$ cat config.mk
export PLATFORM = sky130hd
export DESIGN_NAME = hamming_rr_scheduler
export DESIGN_NICKNAME = d
export VERILOG_FILES = /design/src/rtl/hamming_rr_scheduler.sv
export SDC_FILE = /design/constraint.sdc
export NUM_CORES = 1
export LEC_CHECK = 0
export CAP_MARGIN = 30
export CORE_UTILIZATION = 32
export CTS_CLUSTER_SIZE = 20
export DETAILED_ROUTE_END_ITERATION = 8
export GPL_ROUTABILITY_DRIVEN = 1
export GPL_TIMING_DRIVEN = 0
export REMOVE_ABC_BUFFERS = 1
export SLEW_MARGIN = 15
export SYNTH_ARGS = -nofsm -noshare
export SYNTH_HDL_FRONTEND = slang
export SYNTH_SLANG_ARGS = --single-unit
$ cat constraint.sdc
create_clock -name clk -period 3.4 [get_ports clk]
set_clock_uncertainty 0.15 [all_clocks]
set_input_delay 0.68 -clock clk [delete_from_list [all_inputs] [get_ports clk]]
set_output_delay 0.68 -clock clk [all_outputs]
set_load 0.01 [all_outputs]
$ cat src/rtl/hamming_rr_scheduler.sv
// Purpose: round-robin share of one serial XOR+popcount engine among NREQ requesters.
// Latency: accept to rsp_valid is W+1 cycles; accepts are at least W+2 cycles apart.
// Backpressure: rsp_ready low holds the result stable; no new request is accepted until the handshake.
module hamming_rr_scheduler #(
  parameter int NREQ = 4,
  parameter int W    = 8,
  parameter int IDW  = $clog2(NREQ),
  parameter int CW   = $clog2(W+1)
) (
  input  logic              clk,
  input  logic              rst_n,
  input  logic [NREQ-1:0]   req_valid,
  input  logic [NREQ*W-1:0] req_a,
  input  logic [NREQ*W-1:0] req_b,
  output logic [NREQ-1:0]   req_ready,
  output logic              rsp_valid,
  output logic [IDW-1:0]    rsp_id,
  output logic [W-1:0]      rsp_bits,
  output logic [CW-1:0]     rsp_count,
  input  logic              rsp_ready
);

  typedef enum logic [1:0] {IDLE, COUNT, RESP} state_t;

  state_t         state;
  logic [IDW-1:0] rr_ptr;
  logic [IDW-1:0] cur_id;
  logic [W-1:0]   diff;
  logic [W-1:0]   shreg;
  logic [CW-1:0]  idx;
  logic [CW-1:0]  acc;

  logic           win_found;
  logic [IDW-1:0] win_id;
  logic [W-1:0]   win_diff;

  // Round-robin pick: first valid at or above rr_ptr, else wrap to the lowest valid below it.
  always_comb begin
    win_found = 1'b0;
    win_id    = '0;
    win_diff  = '0;
    for (int i = 0; i < NREQ; i++) begin
      if (!win_found && req_valid[i] && (i >= int'(rr_ptr))) begin
        win_found = 1'b1;
        win_id    = IDW'(i);
        win_diff  = req_a[i*W +: W] ^ req_b[i*W +: W];
      end
    end
    for (int i = 0; i < NREQ; i++) begin
      if (!win_found && req_valid[i] && (i < int'(rr_ptr))) begin
        win_found = 1'b1;
        win_id    = IDW'(i);
        win_diff  = req_a[i*W +: W] ^ req_b[i*W +: W];
      end
    end
  end

  // Accept strobe is only offered while idle and out of reset, so it is one-hot or zero.
  always_comb begin
    req_ready = '0;
    if (rst_n && (state == IDLE) && win_found) begin
      req_ready[win_id] = 1'b1;
    end
  end

  // Control FSM: latch the winner's operands, count one bit per cycle, then hold the result.
  always_ff @(posedge clk) begin
    if (!rst_n) begin
      state     <= IDLE;
      rr_ptr    <= '0;
      cur_id    <= '0;
      diff      <= '0;
      shreg     <= '0;
      idx       <= '0;
      acc       <= '0;
      rsp_valid <= 1'b0;
      rsp_id    <= '0;
      rsp_bits  <= '0;
      rsp_count <= '0;
    end else begin
      case (state)
        IDLE: begin
          if (win_found) begin
            cur_id <= win_id;
            diff   <= win_diff;
            shreg  <= win_diff;
            idx    <= '0;
            acc    <= '0;
            state  <= COUNT;
          end
        end
        COUNT: begin
          // shreg[0] is diff[idx]; the final bit is folded straight into rsp_count.
          acc   <= acc + CW'(shreg[0]);
          shreg <= shreg >> 1;
          idx   <= idx + CW'(1);
          if (idx == CW'(W-1)) begin
            state     <= RESP;
            rsp_valid <= 1'b1;
            rsp_id    <= cur_id;
            rsp_bits  <= diff;
            rsp_count <= acc + CW'(shreg[0]);
          end
        end
        RESP: begin
          // Pointer moves only on completion, to the requester after the one just served.
          if (rsp_ready) begin
            rsp_valid <= 1'b0;
            rr_ptr    <= (rsp_id == IDW'(NREQ-1)) ? '0 : rsp_id + IDW'(1);
            state     <= IDLE;
          end
        end
        default: state <= IDLE;
      endcase
    end
  end

endmodule

==> impl_metrics.tcl, run 1 <==
set metrics [dict create \
    total_leakage_power_nw 1.400 \
    ant_nets 0 \
    hold_violations 0 \
    start_util_pct 33.58 \
    p_total_mw 1.234 \
    cts_max_level 2 \
    rsz0062_at_grt "no" \
    r2r_slack_ns 1.15 \
    leading_cell_types_in_the_layout_fill_and_taps_excluded "84 x clkdlybuf4s50_1, 57 x nand2_1, 45 x dfxtp_1" \
    area_added_between_synthesis_and_finish_pct 35.96 \
    num_rows 34 \
    mappedNetlistArea_mm2 0.002985 \
    cp_num_cells 6 \
    clk_path_buf_depth 2 \
    synthesized_netlist_cell_count 378 \
    number_of_synthesized_flops_with_an_enable_pin 0 \
    cpMaxStageDelayCell "clkdlybuf4s50_1" \
    post_drt_via_cell_ratio 5.364 \
    setup-tns-final_ns 0 \
    ys_ff_latch 45 \
    ctsHoldBuffers 0 \
    setup_viol 0 \
    p_per_area_mw_per_mm2 304.0 \
    worst_hold_slack_ns 0.3088 \
    crit_end_element "output port" \
    synth.lib_cells_used.distinct 50 \
    die_outline_width_um 98.59 \
    arrival_ns 2.44 \
    worst_path_largest_cell_delay_ns 0.57 \
    source_of_the_critical_timing_path "req_valid[0]" \
    setup.worst_path.end "req_ready[1]" \
    maximum_number_of_pins_on_one_net_before_global_route_repair 49 \
    synth-async-reset-ratio_pct 0 \
    placed_cells_incl_taps 552 \
    overflow 0 \
    wl_per_cell_um 15.65 \
    synthesis.yosys.warnings 0 \
    final_max_slew_viol_count 0 \
    synth-seq-area-share_pct 30.18 \
    clk_pin_slew_worst_paths_ns 0.10 \
    drt_first_iter_violations 153 \
    worstSkewPairLatency_ns 0.30 \
    final_critical_path_setup_slack_ns 0.1313 \
    insertedDiodeCount 0 \
    first_global_vias 2890 \
    status "complete, no violations" \
    timing.critical_path.fanout_max 10 \
    hp-class "reg2reg" \
    min_period_ns 3.269 \
    floorplan.io_pins 90 \
    reg2reg_to "rsp_id[1]" \
    cp_cell_sequence "clkdlybuf4s15_1 -> nand2b_4 -> a21oi_1 -> a221oi_4 -> nor3b_1 -> clkdlybuf4s50_1" \
    hpwl_after_detailed_placement_mm 6.200 \
    nets 529 \
    yosys-top-cells-area "dfxtp_1 30%, nand2_1 7.2%, xnor2_1 7.0%, o21ai_0 5.7%, a21boi_0 5.0%" \
    maxClockFrequency_ghz 0.3059 \
    critPathLaunchType "input pin" \
    maxCapViolCount 0 \
    final_non_filler_cells 563 \
    numPortBuffers 89 \
    drt_pre_antenna_iters 4 \
    maxSlewHeadroom_pct 45.14 \
    synth_largest_type_area_fraction_pct 30.18 \
    synth_top_flop_cell "dfxtp_1" \
    final_weighted_congestion_of_routability_driven_global_placement 0.8475 \
    critPathBufInv 2 \
    vias 3020 \
    die-height_um 98.59 \
    route.detailed.drc 0 \
    detailedPlace.worstSlack_ns -0.8308 \
    tritoncts "built" \
    number_of_antenna_violations_at_the_first_check_in_global_routing 0 \
    global_route.usage.total_pct 18.68 \
    cts-buffers-inserted 5 \
    mostFrequentLayoutCell "clkdlybuf4s50_1" \
    synthesis.area_per_instance_um2 7.898 \
    timing.final.crit_share_pct 96.14 \
    detail_route.wirelength_mm 8.809 \
    timing.critical_path.max_delay_family "buffers and inverters" \
    r2r-start "state[0]" \
    wire_length_of_the_first_global_routing_pass_mm 14.45 \
    floorplan.die_area_mm2 0.009720 \
    timing.setup.critical_path_class "in2out" \
    fraction_of_final_layout_cells_with_drive_strength_greater_than_1_pct 7.692 \
    max_slew.worst_pin.slew_ns 0.8229 \
    worst_ir_drop_vdd_v 0.0001572 \
    cts_num_sinks 45 \
    r2r_cells 4 \
    placeableCoreArea_mm2 0.008891 \
    cp_data_required_time_ns 2.57 \
    synth.largest_area_cell "dfxtp_1" \
    clockRootBuffer "clkbuf_8" \
]
cell families after synthesis:
logic type                 after synthesis  share of synthesized area, %
AOI/OAI and AO/OA                      120                         28.04
adders and majority gates                4                         1.677
buffers and inverters                   27                         4.610
xor gates and xnor gates                41                         12.03
and+or+nand+nor                        140                         23.14
DFF                                     45                         30.18
muxes                                    1                        0.3353
power by group:
part | internal, mW | switching [mW] | total (mW)
Combinational | 0.162 | 0.161 | 0.322
Clock | 0.146 | 0.202 | 0.348
Sequential | 0.550 | 0.0132 | 0.563
per-layer routing:
metal / vias up / GRT usage [%] / wire length, um
met3: 12 / 2.837 / 537
met5: - / 0 / 0
li1: 1493 / - / -
met1: 1400 / 24.09 / 3926
met2: 115 / 32.56 / 4213
met4: 0 / 4.822 / 131
final cells by class:
type,instances,area (um2)
clock inverter,3,22.52
inverter,3,11.26
timing repair buffer,93,918.4
tap,108,135.1
sequential,45,900.9
fill,886,4832
clock buffer,5,68.82
multi-input combinational,306,2002
state kept, by name, indices dropped and copies added (netlist names):
| signal | flops |
|---|---|
| rsp_bits | 8 |
| diff | 8 |
| shreg | 8 |
| rsp_count | 4 |
| rr_ptr | 2 |
| cur_id | 2 |
| idx | 4 |
| rsp_valid | 1 |
| acc | 4 |
| rsp_id | 2 |
| state | 2 |
worst min path at each step:
stage	startpoint	endpoint	slack, ns	cells after the start
after floorplan	idx[3]	idx[3]	0.27	1
after CTS	cur_id[0]	cur_id[0]	0.31	2
after global routing	idx[3]	idx[3]	0.34	1
after global placement	idx[3]	idx[3]	0.29	1
after detailed placement	cur_id[0]	cur_id[0]	0.30	2
final	diff[2]	rsp_bits[2]	0.31	2
Yosys cell counts (all sizes together), types with 4 or more instances:
library cell,count
a21boi,21
a21oi,27
a32oi,8
and2,8
buf,16
clkbuf,8
dfxtp,45
ha,4
nand2,57
nand2b,5
nand3,8
nand3b,4
nand4,10
nor2,23
nor2b,7
nor3b,4
o2111ai,8
o21ai,37
o31ai,7
or3,7
xnor2,24
xor2,17
tightest hold or removal path, delay by kind of cell, from the launching register on:
kind	cells	cell delay, ns
flops	1	0.32
simple gates	1	0.05
compound gates	1	0.06
stage by stage:
step,utilization (%),instance area (um2)
finish,45.65,4059
global route,45.65,4059
CTS,45.26,4024
detailed placement,43.72,3887
global placement,43.70,3885
floorplan,-,2859
timing repair:
item                       4_1_cts  5_1_grt
setup buffers                    2        0
pin swaps                        2        0
resized for setup               14        4
setup endpoints to repair        4        2
Power figures use the tool's default switching activity.
==> run 2: changes to the inputs <==
--- a/config.mk
+++ b/config.mk
@@ -6,12 +6,14 @@
 export NUM_CORES = 1
 export LEC_CHECK = 0
 export CAP_MARGIN = 30
+export CORE_ASPECT_RATIO = 0.7
 export CORE_UTILIZATION = 32
 export CTS_CLUSTER_SIZE = 20
 export DETAILED_ROUTE_END_ITERATION = 8
 export GPL_ROUTABILITY_DRIVEN = 1
 export GPL_TIMING_DRIVEN = 0
 export REMOVE_ABC_BUFFERS = 1
+export SETUP_SLACK_MARGIN = 0.3
 export SLEW_MARGIN = 15
 export SYNTH_ARGS = -nofsm -noshare
 export SYNTH_HDL_FRONTEND = slang
==> impl_metrics.tcl, run 2 (synthesized netlist as in run 1, its figures left out) <==
set metrics [dict create \
    floorplan.die_area_mm2 0.009726 \
    cp_cell_sequence "clkdlybuf4s15_2 -> nor2_4 -> or2_4 -> nand3_1 -> nor2_1 -> clkdlybuf4s50_1" \
    final_weighted_congestion_of_routability_driven_global_placement 0.8212 \
    clk_path_buf_depth 2 \
    num_rows 29 \
    critPathLaunchType "input pin" \
    final_non_filler_cells 583 \
    timing.final.crit_share_pct 89.27 \
    worst_path_largest_cell_delay_ns 0.55 \
    first_global_vias 2854 \
    cts-buffers-inserted 5 \
    route.detailed.drc 0 \
    placed_cells_incl_taps 568 \
    p_total_mw 1.443 \
    insertedDiodeCount 0 \
    fraction_of_final_layout_cells_with_drive_strength_greater_than_1_pct 10.24 \
    rsz0062_at_grt "no" \
    cpMaxStageDelayCell "clkdlybuf4s50_1" \
    post_drt_via_cell_ratio 5.192 \
    p_per_area_mw_per_mm2 344.8 \
    floorplan.io_pins 90 \
    cp_data_required_time_ns 2.57 \
    total_leakage_power_nw 1.461 \
    status "complete, no violations" \
    clockRootBuffer "clkbuf_16" \
    hpwl_after_detailed_placement_mm 6.394 \
    leading_cell_types_in_the_layout_fill_and_taps_excluded "82 x clkdlybuf4s50_1, 56 x nand2_1, 43 x dfxtp_1" \
    die_outline_width_um 117.4 \
    wire_length_of_the_first_global_routing_pass_mm 13.97 \
    min_period_ns 3.035 \
    overflow 0 \
    maxClockFrequency_ghz 0.3295 \
    source_of_the_critical_timing_path "req_valid[2]" \
    setup_viol 0 \
    wl_per_cell_um 14.21 \
    timing.critical_path.fanout_max 9 \
    r2r_slack_ns 1.09 \
    setup-tns-final_ns 0 \
    worstSkewPairLatency_ns 0.29 \
    area_added_between_synthesis_and_finish_pct 40.15 \
    vias 3027 \
    global_route.usage.total_pct 17.62 \
    clk_pin_slew_worst_paths_ns 0.07 \
    tritoncts "built" \
    die-height_um 82.81 \
    drt_first_iter_violations 194 \
    detail_route.wirelength_mm 8.286 \
    timing.setup.critical_path_class "in2out" \
    cts_num_sinks 45 \
    maxSlewHeadroom_pct 44.99 \
    final_core_occ_pct 46.12 \
    maxCapViolCount 0 \
    reg2reg_to "shreg[0]" \
    crit_end_element "output port" \
    layout_top_registers "diff: 8 flops, rsp_bits: 8 flops, shreg: 8 flops" \
    start_util_pct 32.91 \
    ant_nets 0 \
    hold_violations 0 \
    drt_pre_antenna_iters 6 \
    placeableCoreArea_mm2 0.009071 \
    r2r_cells 5 \
    numPortBuffers 89 \
    nets 533 \
    hp-class "reg2reg" \
    max_slew.worst_pin.slew_ns 0.8227 \
    r2r-start "rr_ptr[0]" \
    maximum_number_of_pins_on_one_net_before_global_route_repair 49 \
    worst_ir_drop_vdd_v 0.0002843 \
    cts_max_level 2 \
    final_max_slew_viol_count 0 \
    worst_hold_slack_ns 0.3152 \
    mostFrequentLayoutCell "clkdlybuf4s50_1" \
    number_of_antenna_violations_at_the_first_check_in_global_routing 0 \
    setup.worst_path.end "req_ready[3]" \
    arrival_ns 2.21 \
    ctsHoldBuffers 0 \
]
==> run 2: worst min-delay path by stage <==
stage | start | to | cells past startpoint
5_1_grt | cur_id[0] | cur_id[0] | 2
3_5_place_dp | idx[3] | idx[3] | 1
6_report | cur_id[0] | cur_id[0] | 2
3_3_place_gp | idx[3] | idx[3] | 1
2_1_floorplan | idx[3] | idx[3] | 1
4_1_cts | cur_id[0] | cur_id[0] | 2
==> run 2: timing repair <==
item                                    in CTS  in global routing
setup buffers                                5                  2
pin swaps                                    4                  1
gates cloned                                 0                  0
resized for setup                           25                 10
endpoints found under the setup margin       4                  2
==> run 2: stage by stage <==
step / area (um2) / setup WS (ns)
after floorplan: 2859 / 0.8024
after global placement: 3905 / -0.7874
after detailed placement: 3908 / -0.7872
after CTS: 4169 / 0.2339
after global routing: 4184 / 0.3008
final: 4184 / 0.3649
==> run 2: report_power, final <==
| group | total [mW] | switching [mW] | internal, mW |
|---|---|---|---|
| Clock | 0.558 | 0.211 | 0.348 |
| Combinational | 0.321 | 0.156 | 0.165 |
| Sequential | 0.564 | 0.0135 | 0.550 |
==> run 2: layer usage <==
| layer | part of all wire (%) | GRT usage, % | vias up |
|---|---|---|---|
| met5 | 0 | 0 | - |
| met4 | 0.71 | 3.660 | 0 |
| met3 | 6.6 | 3.434 | 8 |
| met2 | 42 | 26.84 | 116 |
| met1 | 51 | 25.55 | 1395 |
| li1 | - | - | 1508 |
==> run 2: cell type report <==
| type | instances | area, um2 |
|---|---|---|
| clock buffer | 5 | 125.1 |
| clock inverter | 3 | 46.29 |
| fill | 902 | 4887 |
| inverter | 3 | 11.26 |
| multi-input combinational | 306 | 2011 |
| sequential | 45 | 903.4 |
| tap | 124 | 155.1 |
| timing repair buffer | 97 | 932.1 |
==> run 2: critical path: cells and delay by family <==
family | cells | cell delay (ns)
buffers and inverters | 2 | 0.83
and+or+nand+nor | 4 | 0.69
==> RTL edit 1: new RTL, settings of run 1 <==
Encoding of `state_t`: now one-hot (3 bits for 3 states).
--- a/src/rtl/hamming_rr_scheduler.sv
+++ b/src/rtl/hamming_rr_scheduler.sv
@@ -20,7 +20,7 @@
   input  logic              rsp_ready
 );
 
-  typedef enum logic [1:0] {IDLE, COUNT, RESP} state_t;
+  typedef enum logic [2:0] {IDLE = 3'b001, COUNT = 3'b010, RESP = 3'b100} state_t;
 
   state_t         state;
   logic [IDW-1:0] rr_ptr;
Function: same outputs for any inputs over 10 cycles, from zero or initial values and one cycle with rst_n low; not proved beyond that.
==> RTL edit 1 against run 1 <==
Hold slack improved by 3.1 ps; register-to-register slack worse by 110 ps; wire length is 20% lower; worst setup slack gained 15 ps; synthesized cell count decreased by 8.5%; sequential cell count grew 1; total power rose by 6.8%; critical path depth stayed put; final area down 3.8%; clock power up 18%; count of clock-buffer cells in the layout rose by 1; synthesized area decreased by 8.3%; critical endpoint unchanged.
==> RTL edit 1: results (changes against run 1) <==
Status: complete, no violations
H-tree depth: 2 (unchanged)
Global-route wire length before repair: 11790 um (-18%)
Pleak: 1.520 nW (+8.6%)
Most frequent cells after synthesis: nand2_1 (60), dfxtp_1 (46), nor2_1 (23)
Clock-pin slew on the worst setup and hold paths: 80 ps (-20 ps)
Endpoints failing setup: 0 (unchanged)
Vias: 2672 (-12%)
Placer congestion estimate: 0.8805 (+3.9%)
Clock root cell: clkbuf_8
Fin nets: 508 (-4.0%)
Violation count after the first detailed-route iteration: 160 (+4.6%)
Tot GR Track Use: 0.1657 (-0.02115)
PortBufs: 89 (unchanged)
Vias in the first global route: 2452 (-15%)
Most used DFF post-synth: dfxtp_1
Peak supply drop: 249.4 uV (+59%)
DR pass1 iterations: 4 (unchanged)
Syn-to-layout area delta: 42.62%
Largest regs: diff: 8 flops, rsp_bits: 8 flops, shreg: 8 flops
Area after DPL: 3699 um^2 (-4.9%)
Fill count: 831 (-6.2%)
CTS Buffer Depth: 2 (unchanged)
Critical-path maximum fanout: 9 (-1)
FFs w/ async S/R, synth: 0 (unchanged)
Antenna cells: 0 (unchanged)
Cts bufs inserted: 5 (unchanged)
Clock Latency Late Sink: 290 ps
Sequential fraction of the synthesis area: 0.3362 (+0.03447)
Post-DP HPWL: 5326 um (-14%)
Initial antenna violation count: 0 (unchanged)
Largest net degree at the start of global routing: 46 (-6.1%)
DR WL/cell: 13.14 um (-16%)
WP data arrival: 2420 ps (-20 ps)
Worst slew pin tran: 937.7 ps (+114.8 ps)
Yosys cell types: 44 (-12%)
Worst Hold Class: flip-flop to flip-flop
Layout cells sized above 1: 0.07621 (-0.0007106)
Top cells by area, synth: dfxtp_1 (34%), nand2_1 (8.2%), xor2_1 (6.1%)
Synth warnings: 0 (unchanged)
## RTL edit 1: cell count changes after synthesis, moves of 9 or more
cell,run 1,this run
a21oi_1,26,11
nor3_1,2,14
xnor2_1,24,15
o21ai_0,34,18
a22oi_1,1,12
## RTL edit 1: path summary, 6_finish.rpt
path,endpoint,cells past startpoint,slack (ps),startpoint
max,req_ready[1],6,150,state[2]
max reg2reg,diff[2],6,1040,rr_ptr[1]
min reg2reg,rsp_count[1],2,310,rsp_count[1]
min,rsp_count[1],2,310,rsp_count[1]
## RTL edit 1: through the flow
| step | setup slack (ps) | std cells |
|---|---|---|
| 2_1_floorplan | 544.6 | 329 |
| 3_3_place_gp | -1210 | 523 |
| 3_5_place_dp | -716.4 | 524 |
| 4_1_cts | 23.56 | 535 |
| 5_1_grt | 21.44 | 538 |
| 6_report | 145.9 | 538 |
## RTL edit 1: report_power, final
| part | switching (W) | internal [W] |
|---|---|---|
| Clock | 0.000175 | 0.000235 |
| Combinational | 0.000152 | 0.000164 |
| Sequential | 0.0000185 | 0.000573 |
## RTL edit 1: cell type report
class / count / area share
repair buffers: 97 / 0.2447
clock buffers: 6 / 0.02114
multi-input cells: 276 / 0.4504
well taps: 105 / 0.03363
flip-flops and latches: 46 / 0.2357
clock inverters: 1 / 0.007687
inverters: 7 / 0.006726
## RTL edit 1: cell families after synthesis
family	after synthesis	share of synthesized area
AO/OA/AOI/OAI	91	0.2334
XOR/XNOR	34	0.1087
adder cells (fa/ha/maj)	4	0.01827
buffers and inverters	24	0.03655
flip-flops	46	0.3362
multiplexers	1	0.004111
AND/OR/NAND/NOR	146	0.2627
## RTL edit 1: what timing repair did
action,CTS,global route
resized for setup,20,4
pin swaps,2,1
setup buffers,4,3
setup endpoints to repair,4,3
## RTL edit 1: critical path, cell delays in order (launching register included)
cell and delay, ps:
dfxtp_1 370, or3b_4 450, a21oi_4 170, nand2_4 110, or2_2 330, a21oi_1 150, clkdlybuf4s50_1 560
## RTL edit 1: routing by layer
layer	vias up	global-route usage	share of wire
met5	-	0	0
met4	0	0.03409	0.0083
met3	6	0.02818	0.059
met2	97	0.2748	0.46
met1	1181	0.2250	0.47
li1	1388	-	-
==> RTL edit 2: new RTL, flow settings as in run 1 <==
Made on the original files. The parameter `W` goes from 8 to 4.
--- a/src/rtl/hamming_rr_scheduler.sv
+++ b/src/rtl/hamming_rr_scheduler.sv
@@ -3,7 +3,7 @@
 // Backpressure: rsp_ready low holds the result stable; no new request is accepted until the handshake.
 module hamming_rr_scheduler #(
   parameter int NREQ = 4,
-  parameter int W    = 8,
+  parameter int W    = 4,
   parameter int IDW  = $clog2(NREQ),
   parameter int CW   = $clog2(W+1)
 ) (
Interface: changed (resized req_a, req_b, rsp_bits and rsp_count); port bits go from 90 to 53. The function was not compared with the original's and may differ.
==> RTL edit 2 against run 1 <==
Critical path depth unchanged; critical endpoint is now req_ready[0]; die area is 33% lower; sequential cell count fell by 15; wire length shrank 45%; core utilization shrank 1.6 points; synthesized area shrank 34%; total power is 29% lower; via count fell by 38%; final area fell by 35%; critical path type unchanged; worst setup slack lost 47 ps.
==> RTL edit 2: results (changes against run 1) <==
Power Total: 0.0008788 W (-29%)
Vias in the first global route: 1733 (-40%)
Hold Path End: cur_id[0]
Nonclk buf count: 53 (-43%)
Critical-path maximum fanout: 8 (-2)
Adder-cell area share of the yosys netlist: 0.03165 (+0.01488)
Crit path from: req_valid[1]
Synth Area in Compound Gates: 0.2684 (-0.01203)
Clock Latency Late Sink: 280 ps (-20 ps)
WP data arrival: 2490 ps (+50 ps)
Pleak: 0.9505 nW (-32%)
Mux cell area share after synthesis: 0.01076 (+0.007407)
ClkCell Share: 0.04200 (+0.01950)
DR WL/cell: 13.28 um (-15%)
Met1 usage: 0.2265 (-0.01434)
Yosys cell types: 53 (+6.0%)
Worst slew pin tran: 705.4 ps (-117.5 ps)
Status: complete, no violations
Area occupied by multi-input gates: 1285 um^2 (-36%)
Sequential Power: 0.000372 W (-34%)
Layout cells sized above 1: 0.1045 (+0.02761)
Setup WS pre-CTS: -728.5 ps (+102.3 ps)
Fill count: 619 (-30%)
Pint: 0.0006589 W (-23%)
#MultiIn Comb: 192 (-37%)
Peak supply drop: 201.3 uV (+28%)
Violation count after the first detailed-route iteration: 62 (-59%)
Clock-pin slew on the worst setup and hold paths: 60 ps (-40 ps)
P_clk: 0.000335 W (-4%)
Met1 WL: 2440 um (-38%)
Top cells by area, synth: dfxtp_1 (30%), nand2_1 (6.8%), xnor2_1 (5.3%)
-- RTL edit 2: cell count changes after synthesis, sizes merged, moves of 9 or more --
cell   before  now
a21oi      27   18
dfxtp      45   30
nand2      57   36
nand4      10    1
nor2       23   10
o21ai      37   20
xnor2      24   12
xor2       17    5
-- RTL edit 2: through the flow --
step / util / hold slack, ps / instances / area (um^2) / TNS (ps)
2_1_floorplan: - / 285.3 / 226 / 1882 / 0
3_3_place_gp: 0.4191 / 293.8 / 353 / 2496 / -2721
3_5_place_dp: 0.4191 / 305.0 / 353 / 2496 / -2792
4_1_cts: 0.4422 / 314.0 / 362 / 2634 / 0
5_1_grt: 0.4401 / 343.9 / 362 / 2621 / 0
6_report: 0.4401 / 310.7 / 362 / 2621 / 0
-- RTL edit 2: timing repair --
action | CTS | global route
resized for setup | 12 | 5
pin swaps | 1 | 0
setup buffers | 1 | 0
hold buffers | 0 | 0
endpoints found under the setup margin | 4 | 4
